--- src/rtl/zx_kbd_pkg.sv ---
// Shared types and default constants for the PS/2 keyboard receiver.
package zx_kbd_pkg;

  localparam int unsigned FilterLenDef  = 8;
  localparam int unsigned TimeoutCycDef = 50000;

  typedef enum logic [1:0] {
    StIdle,
    StData,
    StParity,
    StStop
  } rx_state_e;

endpackage

--- src/rtl/ps2_rx_if.sv ---
// PS/2 line inputs plus FIFO write port and status pulses of the receiver.
interface ps2_rx_if;
  logic       ps2_clk;
  logic       ps2_data;
  logic       full;
  logic [7:0] w_data;
  logic       wr;
  logic       busy;
  logic       parity_err;
  logic       frame_err;
  logic       overrun;

  modport master (
    input  ps2_clk, ps2_data, full,
    output w_data, wr, busy, parity_err, frame_err, overrun
  );

  modport slave (
    output ps2_clk, ps2_data, full,
    input  w_data, wr, busy, parity_err, frame_err, overrun
  );
endinterface

--- src/rtl/ps2_filter.sv ---
// Synchronises and debounces the PS/2 clock; emits a one-cycle tick on each filtered falling edge.
module ps2_filter
  import zx_kbd_pkg::*;
#(
  parameter int unsigned FILTER_LEN = FilterLenDef
) (
  input  logic clk,
  input  logic reset,
  input  logic raw,
  output logic filt,
  output logic fall_tick
);

  localparam int unsigned CntW = $clog2(FILTER_LEN + 1);

  logic [1:0]      sync_q;
  logic [CntW-1:0] cnt_q, cnt_d;
  logic            filt_q, filt_d;
  logic            fall_q, fall_d;

  always_ff @(posedge clk or posedge reset) begin
    if (reset) begin
      sync_q <= 2'b11;
      cnt_q  <= '0;
      filt_q <= 1'b1;
      fall_q <= 1'b0;
    end else begin
      sync_q <= {sync_q[0], raw};
      cnt_q  <= cnt_d;
      filt_q <= filt_d;
      fall_q <= fall_d;
    end
  end

  // Count consecutive samples that disagree with the filtered level; any agreeing sample restarts.
  always_comb begin
    cnt_d  = cnt_q;
    filt_d = filt_q;
    fall_d = 1'b0;
    if (sync_q[1] == filt_q) begin
      cnt_d = '0;
    end else if (cnt_q == CntW'(FILTER_LEN - 1)) begin
      filt_d = sync_q[1];
      cnt_d  = '0;
      fall_d = ~sync_q[1];
    end else begin
      cnt_d = cnt_q + 1'b1;
    end
  end

  assign filt      = filt_q;
  assign fall_tick = fall_q;

endmodule

--- src/rtl/ps2_rx.sv ---
// PS/2 keyboard frame receiver: start, 8 data bits LSB first, odd parity, stop; writes bytes to a FIFO.
module ps2_rx
  import zx_kbd_pkg::*;
#(
  parameter int unsigned FILTER_LEN  = FilterLenDef,
  parameter int unsigned TIMEOUT_CYC = TimeoutCycDef
) (
  input logic       clk,
  input logic       reset,
  ps2_rx_if.master  bus
);

  localparam int unsigned TmoW = $clog2(TIMEOUT_CYC);

  rx_state_e       state_q, state_d;
  logic [2:0]      bit_cnt_q, bit_cnt_d;
  logic [7:0]      shift_q, shift_d;
  logic            par_q, par_d;
  logic [TmoW-1:0] tmo_q, tmo_d;
  logic [7:0]      w_data_q, w_data_d;
  logic            wr_q, wr_d;
  logic            perr_q, perr_d;
  logic            ferr_q, ferr_d;
  logic            ovr_q, ovr_d;
  logic [1:0]      dsync_q;
  logic            clk_filt;
  logic            fall_tick;
  logic            data;

  ps2_filter #(
    .FILTER_LEN (FILTER_LEN)
  ) u_clk_filter (
    .clk       (clk),
    .reset     (reset),
    .raw       (bus.ps2_clk),
    .filt      (clk_filt),
    .fall_tick (fall_tick)
  );

  assign data = dsync_q[1];

  always_ff @(posedge clk or posedge reset) begin
    if (reset) begin
      state_q   <= StIdle;
      bit_cnt_q <= '0;
      shift_q   <= '0;
      par_q     <= 1'b0;
      tmo_q     <= '0;
      w_data_q  <= '0;
      wr_q      <= 1'b0;
      perr_q    <= 1'b0;
      ferr_q    <= 1'b0;
      ovr_q     <= 1'b0;
      dsync_q   <= 2'b11;
    end else begin
      state_q   <= state_d;
      bit_cnt_q <= bit_cnt_d;
      shift_q   <= shift_d;
      par_q     <= par_d;
      tmo_q     <= tmo_d;
      w_data_q  <= w_data_d;
      wr_q      <= wr_d;
      perr_q    <= perr_d;
      ferr_q    <= ferr_d;
      ovr_q     <= ovr_d;
      dsync_q   <= {dsync_q[0], bus.ps2_data};
    end
  end

  always_comb begin
    state_d   = state_q;
    bit_cnt_d = bit_cnt_q;
    shift_d   = shift_q;
    par_d     = par_q;
    w_data_d  = w_data_q;
    wr_d      = 1'b0;
    perr_d    = 1'b0;
    ferr_d    = 1'b0;
    ovr_d     = 1'b0;
    tmo_d     = (state_q == StIdle || fall_tick) ? '0 : tmo_q + 1'b1;
    if (fall_tick) begin
      unique case (state_q)
        StIdle: begin
          if (!data) begin
            state_d   = StData;
            bit_cnt_d = '0;
          end
        end
        StData: begin
          shift_d   = {data, shift_q[7:1]};
          bit_cnt_d = bit_cnt_q + 3'd1;
          if (bit_cnt_q == 3'd7) state_d = StParity;
        end
        StParity: begin
          par_d   = data;
          state_d = StStop;
        end
        StStop: begin
          state_d = StIdle;
          // Priority: framing, then parity, then FIFO space.
          if (!data)                    ferr_d = 1'b1;
          else if (!(^{shift_q, par_q})) perr_d = 1'b1;
          else if (bus.full)            ovr_d  = 1'b1;
          else begin
            wr_d     = 1'b1;
            w_data_d = shift_q;
          end
        end
        default: state_d = StIdle;
      endcase
    end else if (state_q != StIdle && tmo_q == TmoW'(TIMEOUT_CYC - 1)) begin
      state_d = StIdle;
      ferr_d  = 1'b1;
    end
  end

  assign bus.w_data     = w_data_q;
  assign bus.wr         = wr_q;
  assign bus.busy       = (state_q != StIdle);
  assign bus.parity_err = perr_q;
  assign bus.frame_err  = ferr_q;
  assign bus.overrun    = ovr_q;

endmodule

--- src/flat_wrapper.sv ---
// flat-port wrapper written by rule: the top's interface ports become plain ports
module ps2_rx_flat import zx_kbd_pkg::*;
#(
  parameter int unsigned FILTER_LEN  = FilterLenDef,
  parameter int unsigned TIMEOUT_CYC = TimeoutCycDef
)
  (clk, reset, bus_ps2_clk, bus_ps2_data, bus_full, bus_w_data, bus_wr, bus_busy, bus_parity_err, bus_frame_err, bus_overrun);
  ps2_rx_if bus_i ();
  input logic clk;
  input logic reset;
  input wire logic [$bits(bus_i.ps2_clk)-1:0] bus_ps2_clk;
  input wire logic [$bits(bus_i.ps2_data)-1:0] bus_ps2_data;
  input wire logic [$bits(bus_i.full)-1:0] bus_full;
  output wire logic [$bits(bus_i.w_data)-1:0] bus_w_data;
  output wire logic [$bits(bus_i.wr)-1:0] bus_wr;
  output wire logic [$bits(bus_i.busy)-1:0] bus_busy;
  output wire logic [$bits(bus_i.parity_err)-1:0] bus_parity_err;
  output wire logic [$bits(bus_i.frame_err)-1:0] bus_frame_err;
  output wire logic [$bits(bus_i.overrun)-1:0] bus_overrun;
  assign bus_i.ps2_clk = bus_ps2_clk;
  assign bus_i.ps2_data = bus_ps2_data;
  assign bus_i.full = bus_full;
  assign bus_w_data = bus_i.w_data;
  assign bus_wr = bus_i.wr;
  assign bus_busy = bus_i.busy;
  assign bus_parity_err = bus_i.parity_err;
  assign bus_frame_err = bus_i.frame_err;
  assign bus_overrun = bus_i.overrun;
  ps2_rx #(.FILTER_LEN(FILTER_LEN), .TIMEOUT_CYC(TIMEOUT_CYC)) u_core (.clk(clk), .reset(reset), .bus(bus_i));
endmodule
--- config.mk ---
export PLATFORM = sky130hd
export DESIGN_NAME = ps2_rx_flat
export DESIGN_NICKNAME = d
export VERILOG_FILES = /design/src/rtl/zx_kbd_pkg.sv /design/src/rtl/ps2_rx_if.sv /design/src/rtl/ps2_filter.sv /design/src/rtl/ps2_rx.sv /design/src/flat_wrapper.sv
export SDC_FILE = /design/constraint.sdc
export NUM_CORES = 1
export LEC_CHECK = 0
export ABC_AREA = 1
export BUFFER_PORTS_ARGS = -buffer_cell sky130_fd_sc_hd__buf_2
export CORE_AREA = 2 2 73 89
export CTS_CLUSTER_SIZE = 20
export DETAILED_ROUTE_END_ITERATION = 7
export DIE_AREA = 0 0 75 91
export SLEW_MARGIN = 30
export SYNTH_ARGS = -nofsm -noshare
export SYNTH_HDL_FRONTEND = slang
export SYNTH_SLANG_ARGS = --single-unit
--- constraint.sdc ---
create_clock -name clk -period 1.26 [get_ports clk]
set_input_delay 0.126 -clock clk [delete_from_list [all_inputs] [get_ports clk]]
set_output_delay 0.126 -clock clk [all_outputs]
set_load 0.01 [all_outputs]
==> impl_results.rst <==
.. list-table::
   :header-rows: 1

   * - Metric
     - Value
   * - Outcome
     - finished, violations left
   * - Violations in the final reports
     - negative setup slack
   * - Critical Setup Path Class
     - reg2reg
   * - Setup TNS
     - -3.05 ns
   * - Vertical extent of the die
     - 91 um
   * - Detailed-route via count
     - 2236
   * - Syn Area/Cell
     - 8.43 um^2
   * - Worst setup skew after layout
     - 0.00794 ns
   * - Ys Warns
     - 0
   * - Layout area overhead
     - 46.1%
   * - Clock period minus worst slack
     - 1.45 ns
   * - Distinct cells, synth
     - 30
   * - Nature of the critical path endpoint
     - register
   * - Data arrival at the endpoint of the critical path
     - 1.69 ns
   * - Sink Count
     - 52
   * - Final Setup Violations
     - 29
   * - Endpoint of the worst register-to-register path
     - u_core.bus.w_data[1]
   * - Mean number of vias per cell
     - 4.82
   * - Main flop type after synthesis
     - dfrtp_1
   * - Register-to-Register Setup Slack
     - -0.19 ns
   * - Final Hold Slack
     - 0.0491 ns
   * - Cell at the slowest stage of the critical path
     - dfrtp_1
   * - Share of the core filled with cells in the final layout
     - 0.631
   * - Overall track demand over capacity in global routing
     - 0.173
   * - Die area
     - 6830 um^2
   * - Power, Total
     - 3.15 mW
   * - DRC Markers
     - 0
   * - Hold violation count in the final report
     - 0
   * - Most repeated library cell on the critical path
     - nand2_4
   * - Worst reg2reg path startpoint
     - u_core.shift_q[5]
   * - HPWL after DPL
     - 3.71 mm
   * - Initial core utilization
     - 0.432
   * - HP Class
     - in2reg
   * - Number of enable-type register cells in the synthesized netlist
     - 0
   * - Count of buffers inserted at the top-level ports
     - 17
   * - Deepest level of the CTS H-tree
     - 2
   * - Number of cell rows
     - 31
   * - Register area share after synthesis
     - 0.510
   * - Type of element launching the critical path
     - register
   * - Core Box Area
     - 5930 um^2
   * - Yosys top cell area share
     - 0.459
   * - First-pass DRT Iterations
     - 4
   * - Gp weighted congestion
     - 0.837
   * - Detail-routed net length per standard cell
     - 13.0 um
   * - Power per unit of standard cell area
     - 840 nW/um^2
   * - Top cells by count, synth
     - 84 x nand2_1, 47 x dfrtp_1, 40 x inv_1, 29 x nor2_1, 17 x nand3_1
   * - Slowest cell delay on critical path
     - 0.42 ns
   * - Highest net fanout along the worst path
     - 5
   * - Worst setup path end
     - u_core.bus.w_data[1]
   * - Layout cell share with drive strength beyond 1
     - 0.487
   * - Summed instance area of the synthesized netlist
     - 2560 um^2
   * - Cell types with the largest area share after synthesis
     - dfrtp_1 46%, nand2_1 12%, inv_1 5.9%
   * - Slew Limit Headroom
     - 0.764
   * - Mapped Cells
     - 304
   * - Max Cap Violations
     - 0
   * - Slew at the pin with the worst max-slew slack
     - 0.352 ns
   * - Worst skew pair latency
     - 0.31 ns
   * - DRT iter0 DRCs
     - 98
   * - Root Buffer
     - clkbuf_8
   * - Via count of the first global-routing pass
     - 2194
   * - ANT cells
     - 0
   * - Final max-slew violation count
     - 0
   * - Largest area contributor in the netlist
     - dfrtp_1
   * - Cell Chain, Critical Path
     - buf_4 > nand2_1 > nand2_2 > nand2_2 > nand2_4 > nand2_4 > nand3_4 > nand2_4 > nand3_2 > nand2_1
   * - Crit. Startpoint
     - u_core.shift_q[5]
   * - Logic depth of the worst register-to-register path
     - 10
   * - Top-count cell post-synth
     - nand2_1
   * - Count of nets left with antenna violations after detail routing
     - 0
   * - RSZ-0062 raised after global routing
     - yes
   * - Final wirelength
     - 6.04 mm
   * - Wire length of the first global-routing pass
     - 9.35 mm
   * - Least setup slack across all paths after layout
     - -0.188 ns
   * - Pin count of the biggest net entering global routing
     - 29
   * - TritonCTS Buffers
     - 5
   * - Asr flop ratio synth
     - 1.00
   * - Num ports
     - 18
   * - Peak supply drop
     - 0.000747 V
   * - WP data required
     - 1.51 ns
   * - Clock tree buffer depth
     - 2
   * - Number of antenna violations at the first check in global routing
     - 0
   * - Count of state elements after synthesis
     - 52
   * - Number of nets at the end of the flow
     - 395
   * - Total nets after synthesis
     - 318
   * - Clock tree from TritonCTS
     - done
   * - Clock Pin Slew Worst Setup and Hold Paths
     - 0.10 ns
   * - Max Fclk
     - 691 MHz
   * - Leak Pwr
     - 1.78 nW
   * - Die span in x
     - 75 um
   * - Portion of the clock cycle consumed by the worst path in the final layout
     - 1.15
   * - Total congestion overflow after global routing
     - 0
==> what timing repair did <==
| item | in CTS | in global routing |
|---|---|---|
| hold buffers | 3 | 0 |
| resized for setup | 57 | 65 |
| endpoints found under the hold margin | 13 | 0 |
| cloned | 3 | 1 |
| endpoints found under the setup margin | 30 | 44 |
| buffers inserted | 8 | 4 |
| pin swaps | 14 | 33 |
==> placed cells by master, fill, tap and decap left out, drive strengths merged <==
cell	n
nor3	7
dfrtp	47
dlygate4sd3	3
nor2	34
clkinv	2
dfstp	5
clkinvlp	2
a211oi	1
or2	1
a21oi	10
nand3	23
o31ai	1
nor3b	1
ha	9
nand4	3
o21ai	18
a22o	2
buf	66
o211ai	1
xnor2	2
inv	39
nand2	95
xor2	3
bufinv	1
clkbuf	6
==> per-stage QoR <==
stage	std cells	instance area [um^2]	worst slack [ns]
after CTS	459	3470	-0.138
after global routing	464	3740	-0.264
after floorplan	304	2580	-0.0719
after global placement	437	3040	-0.132
after detailed placement	437	3040	-0.176
final	464	3740	-0.188
==> report_power, final <==
group          switching (mW)  internal [mW]  leakage, nW
Sequential             0.0378           1.74        0.700
Clock                   0.549          0.588       0.0541
Combinational           0.132          0.103         1.02
==> cell families after synthesis <==
logic type | synth area share
buf+inv | 0.0635
xor+xnor | 0.0171
fa+ha+maj | 0.0439
compound gates | 0.0723
flops | 0.510
simple gates | 0.293
==> flip-flops by register name, indices dropped and copies added (netlist names) <==
register / flops
u_core.par_q: 1
u_core.bus.wr: 1
u_core.bus.overrun: 1
u_core.bit_cnt_q: 3
u_core.dsync_q: 2
u_core.shift_q: 8
u_core.u_clk_filter.filt: 1
u_core.bus.w_data: 8
u_core.u_clk_filter.cnt_q: 4
u_core.bus.frame_err: 1
u_core.state_q: 2
u_core.u_clk_filter.sync_q: 2
u_core.u_clk_filter.fall_tick: 1
u_core.tmo_q: 16
u_core.bus.parity_err: 1
==> per-layer routing <==
layer,up-vias,share of wire,track usage
met5,-,0,0
met4,0,0.026,0.0521
met3,14,0.027,0.0300
met2,43,0.55,0.315
met1,1059,0.40,0.199
li1,1120,-,-
==> how the worst min path moves through the flow <==
stage / from / to / slack (ns) / cells after the start
after CTS: bus_full / u_core.bus.overrun / 0.05 / 3
after global routing: bus_full / u_core.bus.overrun / 0.04 / 3
after global placement: reset / u_core.bus.overrun / 0.10 / 2
after detailed placement: reset / u_core.bus.parity_err / 0.11 / 2
final: bus_full / u_core.bus.overrun / 0.05 / 3
after floorplan: bus_ps2_data / u_core.dsync_q[0] / 0.13 / 0
==> cell type report <==
class	count	area, um^2
clock buffer	5	68.8
inverter	41	164
multi-input combinational	211	1500
tap	82	103
sequential	52	1310
timing repair buffer	70	557
clock inverter	3	42.5
fill	484	2190
==> worst max-delay path, delay by kind of cell, from the launching register on <==
family	cells	cell delay [ns]
simple gates	9	0.80
buf+inv	1	0.15
flops	1	0.42
Power figures use the tool's default switching activity.
